`src/rtl/timer_pkg.sv`:
```
// Shared types and constants for the stopwatch/alarm controller.
// The state encoding is also exported on the debug LED port.
package timer_pkg;

    typedef enum logic [1:0] {
        S_IDLE  = 2'd0,
        S_RUN   = 2'd1,
        S_PAUSE = 2'd2,
        S_ALARM = 2'd3
    } state_t;

    localparam int unsigned CS_PER_SEC        = 100;
    localparam logic [15:0] MAX_COUNT_DEFAULT = 16'd59999;

endpackage

```
`src/rtl/button_debounce.sv`:
```
// Active-low button conditioner: 2-flop synchronizer, stability counter and a
// one-cycle press pulse on the debounced released-to-pressed edge.
module button_debounce #(
    parameter int unsigned DEBOUNCE_CYCLES = 500000
) (
    input  logic clk,
    input  logic reset,
    input  logic btn_n,
    output logic press
);
    localparam int CW = (DEBOUNCE_CYCLES > 1) ? $clog2(DEBOUNCE_CYCLES) : 1;

    // Internally everything is pressed-high.
    logic [1:0]    sync;
    logic [CW-1:0] cnt;
    logic          db;
    logic          db_d;

    always_ff @(posedge clk or negedge reset) begin
        if (!reset) begin
            sync  <= '0;
            cnt   <= '0;
            db    <= 1'b0;
            db_d  <= 1'b0;
            press <= 1'b0;
        end else begin
            sync  <= {sync[0], ~btn_n};
            db_d  <= db;
            press <= db & ~db_d;
            if (sync[1] == db) begin
                cnt <= '0;
            end else if (cnt == CW'(DEBOUNCE_CYCLES - 1)) begin
                db  <= sync[1];
                cnt <= '0;
            end else begin
                cnt <= cnt + 1'b1;
            end
        end
    end

endmodule

```
`src/rtl/stopwatch_sequencer.sv`:
```
// Stopwatch controller: IDLE/RUN/PAUSE/ALARM FSM, half-speed phase bit,
// latched alarm target and the elapsed-centisecond counter.
module stopwatch_sequencer
    import timer_pkg::*;
#(
    parameter int unsigned DEBOUNCE_CYCLES = 500000,
    parameter logic [15:0] MAX_COUNT       = MAX_COUNT_DEFAULT
) (
    input  logic        clk,
    input  logic        reset,
    input  logic        tick,
    input  logic        fast,
    input  logic        ssp,
    input  logic        clr,
    input  logic [8:0]  alarm_sec,
    output logic [15:0] t,
    output logic        running,
    output logic        alarm,
    output logic [1:0]  state
);
    logic        ssp_evt, clr_evt;
    state_t      state_q, state_next;
    logic        phase, phase_next;
    logic [15:0] target, target_next;
    logic [15:0] t_next, t_step;
    logic        step;

    button_debounce #(.DEBOUNCE_CYCLES(DEBOUNCE_CYCLES)) u_ssp_db (
        .clk(clk), .reset(reset), .btn_n(ssp), .press(ssp_evt)
    );
    button_debounce #(.DEBOUNCE_CYCLES(DEBOUNCE_CYCLES)) u_clr_db (
        .clk(clk), .reset(reset), .btn_n(clr), .press(clr_evt)
    );

    always_comb begin
        state_next  = state_q;
        t_next      = t;
        phase_next  = phase;
        target_next = target;
        step        = 1'b0;
        t_step      = (t == MAX_COUNT) ? 16'd0 : t + 16'd1;
        // Half speed steps on the tick that finds phase already set.
        if (state_q == S_RUN && tick) begin
            step = fast | phase;
            if (!fast) phase_next = ~phase;
        end
        unique case (state_q)
            S_IDLE: begin
                t_next     = '0;
                phase_next = 1'b0;
                if (!clr_evt && ssp_evt) begin
                    state_next  = S_RUN;
                    target_next = 16'(alarm_sec) * 16'(CS_PER_SEC);
                end
            end
            S_RUN: begin
                if (clr_evt) begin
                    state_next = S_IDLE;
                    t_next     = '0;
                    phase_next = 1'b0;
                end else begin
                    if (step) t_next = t_step;
                    if (ssp_evt)
                        state_next = S_PAUSE;
                    else if (step && target != '0 && t_step == target)
                        state_next = S_ALARM;
                end
            end
            S_PAUSE: begin
                if (clr_evt) begin
                    state_next = S_IDLE;
                    t_next     = '0;
                    phase_next = 1'b0;
                end else if (ssp_evt) begin
                    state_next = S_RUN;
                end
            end
            S_ALARM: begin
                if (clr_evt || ssp_evt) begin
                    state_next = S_IDLE;
                    t_next     = '0;
                    phase_next = 1'b0;
                end
            end
        endcase
    end

    always_ff @(posedge clk or negedge reset) begin
        if (!reset) begin
            state_q <= S_IDLE;
            t       <= '0;
            phase   <= 1'b0;
            target  <= '0;
            running <= 1'b0;
            alarm   <= 1'b0;
        end else begin
            state_q <= state_next;
            t       <= t_next;
            phase   <= phase_next;
            target  <= target_next;
            running <= (state_next == S_RUN);
            alarm   <= (state_next == S_ALARM);
        end
    end

    assign state = state_q;

endmodule

```
`config.mk`:
```
export PLATFORM = sky130hd
export DESIGN_NAME = stopwatch_sequencer
export DESIGN_NICKNAME = d
export VERILOG_FILES = /design/src/rtl/timer_pkg.sv /design/src/rtl/button_debounce.sv /design/src/rtl/stopwatch_sequencer.sv
export SDC_FILE = /design/constraint.sdc
export NUM_CORES = 1
export LEC_CHECK = 0
export ABC_AREA = 1
export BUFFER_PORTS_ARGS = -buffer_cell sky130_fd_sc_hd__buf_2
export CAP_MARGIN = 20
export CORE_MARGIN = 4
export CORE_UTILIZATION = 62
export DETAILED_ROUTE_END_ITERATION = 8
export HOLD_SLACK_MARGIN = 0.05
export PLACE_DENSITY = 0.9
export SKIP_LAST_GASP = 1
export SYNTH_ARGS = -nofsm -noshare
export SYNTH_HDL_FRONTEND = slang
export SYNTH_SLANG_ARGS = --single-unit
```
`constraint.sdc`:
```
create_clock -name clk -period 2.8 [get_ports clk]
set_input_delay 0.42 -clock clk [delete_from_list [all_inputs] [get_ports clk]]
set_output_delay 0.42 -clock clk [all_outputs]
set_load 0.02 [all_outputs]
```
======== After elaboration in Yosys (flattened, before gate mapping) ========
Cells that the tools add are included.
storage, ports and cells
  logic and storage cells ................. 81
  input port bits ......................... 15
  flip-flop bits (word level) ............. 83
cells by class
  multipliers ............................. 1
  equality and inequality tests ........... 14
  reductions and logical operators ........ 13
  add/sub/neg operators ................... 3
  muxes and demuxes ....................... 24
  bitwise operators ....................... 10
operators by type and width
  cell                                                    count
  two-way mux 16 bit                                      5
  two-way mux 19 bit                                      4
  one-hot mux 16 bit (4 select lines)                     1
  adder 19 x 1 -> 19 bit (second input constant)          2
  == test 19 bit (second input constant)                  2
  adder 16 x 1 -> 16 bit (second input constant)          1
  == test 16 bit                                          1
  == test 16 bit (second input constant)                  1
  nonzero test 16 bit                                     1
  multiplier 9 x 5 -> 14 bit (second input constant)      1
  two-way mux 2 bit                                       7
  one-hot mux 2 bit (4 select lines)                      1
  inverter 1 bit                                          7
  == test 2 bit (second input constant)                   3
  AND reduction 2 bit                                     3
  two-way mux 1 bit                                       5
  == test 2 x 1 -> 1 bit (second input constant)          2
  logical AND 1 bit                                       4
  inequality test 3 x 2 -> 1 bit (second input constant)  1
  one-hot mux 1 bit (3 select lines)                      1
  AND reduction 3 bit                                     1
  bitwise AND 1 bit                                       2
  == test 1 bit                                           2
  logical NOT 2 bit                                       1
  6 further kinds                                         6

======== Longest topological paths before layout ========
  word-level depth ........................ 10
  gate-level depth with buffers ........... 19
  mapped depth without buffers ............ 18

======== Hierarchy ========
A second synthesis with hierarchy kept.
second synthesis, totals
  cell total of the unflattened synthesis .. 712
  area, all modules ....................... 5462.7 sq um
modules (own cells, without submodules)
  module               area an instance (sq um)  cells an instance  instances  sequential area each (sq um)
  stopwatch_sequencer  2972.9                    408                1          875.8
  button_debounce      1244.9                    152                2          600.6

======== Least setup slack after synthesis ========
Ideal clock, no wire load.
  path type ............................... input to register
  from .................................... input port alarm_sec[2]
  to ...................................... register target[15]
  buffers on the path ..................... 0
  data arrival time ....................... 2.966 ns
  required time ........................... 2.682 ns
  cell stages on the path ................. 18
  setup time .............................. 0.118 ns
  setup slack ............................. -0.284 ns
  path through ............................ ha_1 ha_1 inv_1 fa_1 inv_1 ha_1 nand3_1 nand2_1 a21oi_1 nor2_1 nor2_1 o21bai_1 nand2_1 nand2_1 a21oi_1 or2_2 nand3_1 nand2_1
between the ends
  cells in the longest elaborated chain, start to end .. 1
ends and longest elaborated chain
  element                     line                        RTL
  start: declaration          stopwatch_sequencer.sv:15   input logic [8:0] alarm_sec,
  multiplier 9 x 5 -> 14 bit  stopwatch_sequencer.sv:53   target_next = 16'(alarm_sec) * 16'(CS_PER_SEC);
  end signal: assignment      stopwatch_sequencer.sv:100  target <= target_next;
  end: declaration            stopwatch_sequencer.sv:24   logic [15:0] target, target_next;
No other way between the ends.
A chain may end at the register's enable or synchronous reset.

======== Worst setup path in the final report ========
  from .................................... input port alarm_sec[3]
  to ...................................... register target[15]
The elaborated chain is that of the path after synthesis.

==> flow_summary_export.csv <==
group,metric,value,unit
logic_synthesis,synth.avg_cell_area,7.96,µm²
sta,worst_pin_slew,0.618,ns
sta,skew,0.0127,ns
cells_and_area,num-nets-final,764,
critical_path,end_kind,"register",
logic_synthesis,yosys_warnings,0,
logic_synthesis,synth_ff_type,"dfrtp_1",
clock_tree,cts_max_path_buffers,2,
clock_tree,ctsHoldBuffers,0,
cells_and_area,n_antenna_cell,0,
logic_synthesis,synthCells,648,
logic_synthesis,synth_top_family_by_area,"simple AND/OR/NAND/NOR gates",
logic_synthesis,synth_edf_count,0,
logic_synthesis,synth_cell_types,40,
die,core,0.00818,mm²
outcome,status,"complete, no violations",
sta,finalCriticalPeriod,2.74,ns
placed_design,place_congestion,0.894,
cells_and_area,syn_to_final_growth,14.9,%
die,io_pins,35,
route,first_pass_iters,5,
power,power,2.52,mW
power,vdd_drop_max,436,µV
cells_and_area,final_cell_mix,"nand2_1, inv_1, dfrtp_1",
logic_synthesis,synthAdderAreaFrac,11.3,%
route,wire_per_inst,13.4,µm
route,drtAntennaViolNets,0,
clock_tree,cts_root_buf,"clkbuf_8",
logic_synthesis,netlist_area,0.00516,mm²
critical_path,critPathArrivalTime,2.99,ns
critical_path,crit_required,3.05,ns
critical_path,crit_slowest_cell,"fa_1",
global_route,grt_use_total,23.5,%
critical_path,crit_type,"primary input to register",
logic_synthesis,async_flop_share,100,%
job,maxCapViolations,0,
sta,slew_violations,0,
logic_synthesis,synth-xor-area-share,5.63,%
clock_tree,cts_resized,0,
global_route,grt_antenna_before_repair,0,
logic_synthesis,synth-compound-area-share,7.08,%
clock_tree,clock_sinks,83,
power,p_leak,3.07,nW
power,powerDensity,425,mW/mm²
clock_tree,cts_made_buffers,9,
sta,slew_headroom,58.7,%
placed_design,post-place-cells,799,
sta,timing.final.crit_share,97.7,%
cells_and_area,drive_gt1_share,16.2,%
die,fp.dieH,99.2,µm
critical_path,critPathMaxFanout,3,
sta,finalHoldViolations,0,
die,die-area,0.00985,mm²
sta,setup_viol,0,
global_route,grt_pass1_vias,4264,
clock_tree,post_cts_buffers,0,
global_route,grt_remaining_overflow,0,
logic_synthesis,yosys.area_share.simple,26.8,%
placed_design,port_buffers,34,
cells_and_area,final_common_cell,"nand2_1",
logic_synthesis,ys_ff_latch,83,
sta,setup_tns,0,ns
logic_synthesis,seq_area_frac_synth,40.3,%
sta,max_freq,365,MHz
worst_hold_path,hold_class,"primary input to async pin",
placed_design,place.detailed.hpwl,8.39,mm
clock_tree,worstSkewPairLatency,0.36,ns
route,drtIter0Drc,182,
cells_and_area,fillers,573,
critical_path,critPathMaxStageDelay,0.50,ns
sta,rsz0062_at_grt,"true",
die,fp.dieW,99.2,µm
clock_tree,cts_max_level,3,
critical_path,startpoint_type,"primary input",
logic_synthesis,muxShareOfSynthArea,0.218,%
die,start_util,63.1,%
global_route,grt_max_degree,50,
logic_synthesis,synth_nets,707,
cells_and_area,layout.cells.non_filler,815,
critical_path,crit_chain,"buf_8 -> ha_4 -> ha_4 -> inv_2 -> fa_1 -> inv_2 -> ha_4 -> nand3_2 -> nand2_2 -> a21oi_2 -> nor2_1 -> nor2_1 -> o21bai_1 -> nand2_1 -> nand2_1 -> a21oi_2 -> or2_4 -> nand3_2 -> nand2_1",
clock_tree,cts_tree,"done",
global_route,grt_pass1_wl,19.0,mm
route,dr_total_vias,4455,
route,vias_per_cell,5.47,
clock_tree,clk_pin_slew_worst_paths,0.09,ns
route,wl,10.9,mm
die,num_rows,33,
route,drc,0,
-- worst max-delay path: cells and delay by family --
kind / cells / cell delay, ns
compound gates: 3 / 0.28
fa+ha+maj: 4 / 1.27
buf+inv: 3 / 0.19
simple gates: 9 / 0.84
-- power breakdown --
part	total, mW	internal (mW)	switching [mW]	leakage (nW)
sequential	1.21	1.21	0.00621	0.984
clock	0.874	0.440	0.435	0.0957
combinational	0.431	0.210	0.221	1.99
total	2.52	1.86	0.662	3.07
-- stage by stage --
step	hold WS [ns]	instance area [µm²]	util (%)	worst slack, ns
2_1_floorplan	0.124	5270	-	-0.111
3_3_place_gp	0.338	5680	69.5	-0.282
3_5_place_dp	0.347	5680	69.5	-0.354
4_1_cts	0.0698	5890	72.0	0.0168
5_1_grt	0.0875	5930	72.5	-0.114
6_report	0.0502	5930	72.5	0.0631
-- final cells by class --
class,count,area [µm²],share of cell area [%]
multi-input cells,449,2770,46.7
flip-flops and latches,83,2080,35.0
inverters,108,405,6.84
repair buffers,54,345,5.82
clock buffers,11,141,2.38
well taps,105,131,2.22
clock inverters,5,62.6,1.06
-- per-layer routing --
metal	part of all wire, %	wire, µm	GRT usage, %
met5	0	0	0
met4	1.9	208	6.83
met2	49	5410	40.5
met3	5.9	641	4.84
met1	43	4670	30.1
-- state kept, by name, indices dropped and copies added, names as in the netlist --
signal	count
u_clr_db.sync	2
t	16
u_ssp_db.press	1
u_ssp_db.cnt	19
u_ssp_db.sync	2
u_clr_db.db	1
u_clr_db.db_d	1
running	1
u_ssp_db.db	1
state	2
u_clr_db.cnt	19
target	14
u_clr_db.press	1
u_ssp_db.db_d	1
alarm	1
phase	1
-- cell families (layout without fill, tap and decap cells) --
| group | Yosys count | in the layout |
|---|---|---|
| mux | 1 | 1 |
| buf+inv | 116 | 178 |
| compound gates | 64 | 64 |
| flops | 83 | 83 |
| fa+ha+maj | 44 | 44 |
| xor+xnor | 30 | 30 |
| simple gates | 310 | 310 |
-- synthesized netlist by cell type, types with 2 or more instances --
cell      instances  area share [%]
nor3_1           17             1.6
xnor3_1           2            0.87
buf_6             2            0.44
nor4_1            7            0.85
clkbuf_1          5            0.36
inv_1           105             7.6
nor3b_1           5            0.73
nand2_1         132             9.6
xnor2_1           9             1.5
nand2_2           4            0.48
o21ai_1           4            0.39
inv_2             2            0.15
o21a_1            2            0.29
fa_1              4             1.6
o22ai_1          17             2.1
nand4_1          18             2.2
o21ai_0          12             1.2
nand3_2           2            0.39
ha_1             40             9.7
dfrtp_1          83              40
xor2_1           19             3.2
a21oi_1          22             2.1
nor2_2            8            0.97
nand3_1          31             3.0
o21bai_1          2            0.29
nor2_1           80             5.8
-- final timing paths --
path                                             from                    endpoint  slack, ns  cells after the start
max                                      alarm_sec[3]      target[15]$_DFFE_PN0P_       0.06                     19
max in group asynchronous                       reset  u_clr_db.cnt[10]$_DFF_PN0_       2.05                      2
min reg2reg                u_clr_db.sync[0]$_DFF_PN0_  u_clr_db.sync[1]$_DFF_PN0_       0.36                      0
max reg2reg                        state[0]$_DFF_PN0_            t[9]$_DFFE_PN0P_       0.47                      7
min                                             reset           t[14]$_DFFE_PN0P_       0.05                      1
min in group clk                                  clr  u_clr_db.sync[0]$_DFF_PN0_       0.21                      2
Power figures use the tool's default switching activity.
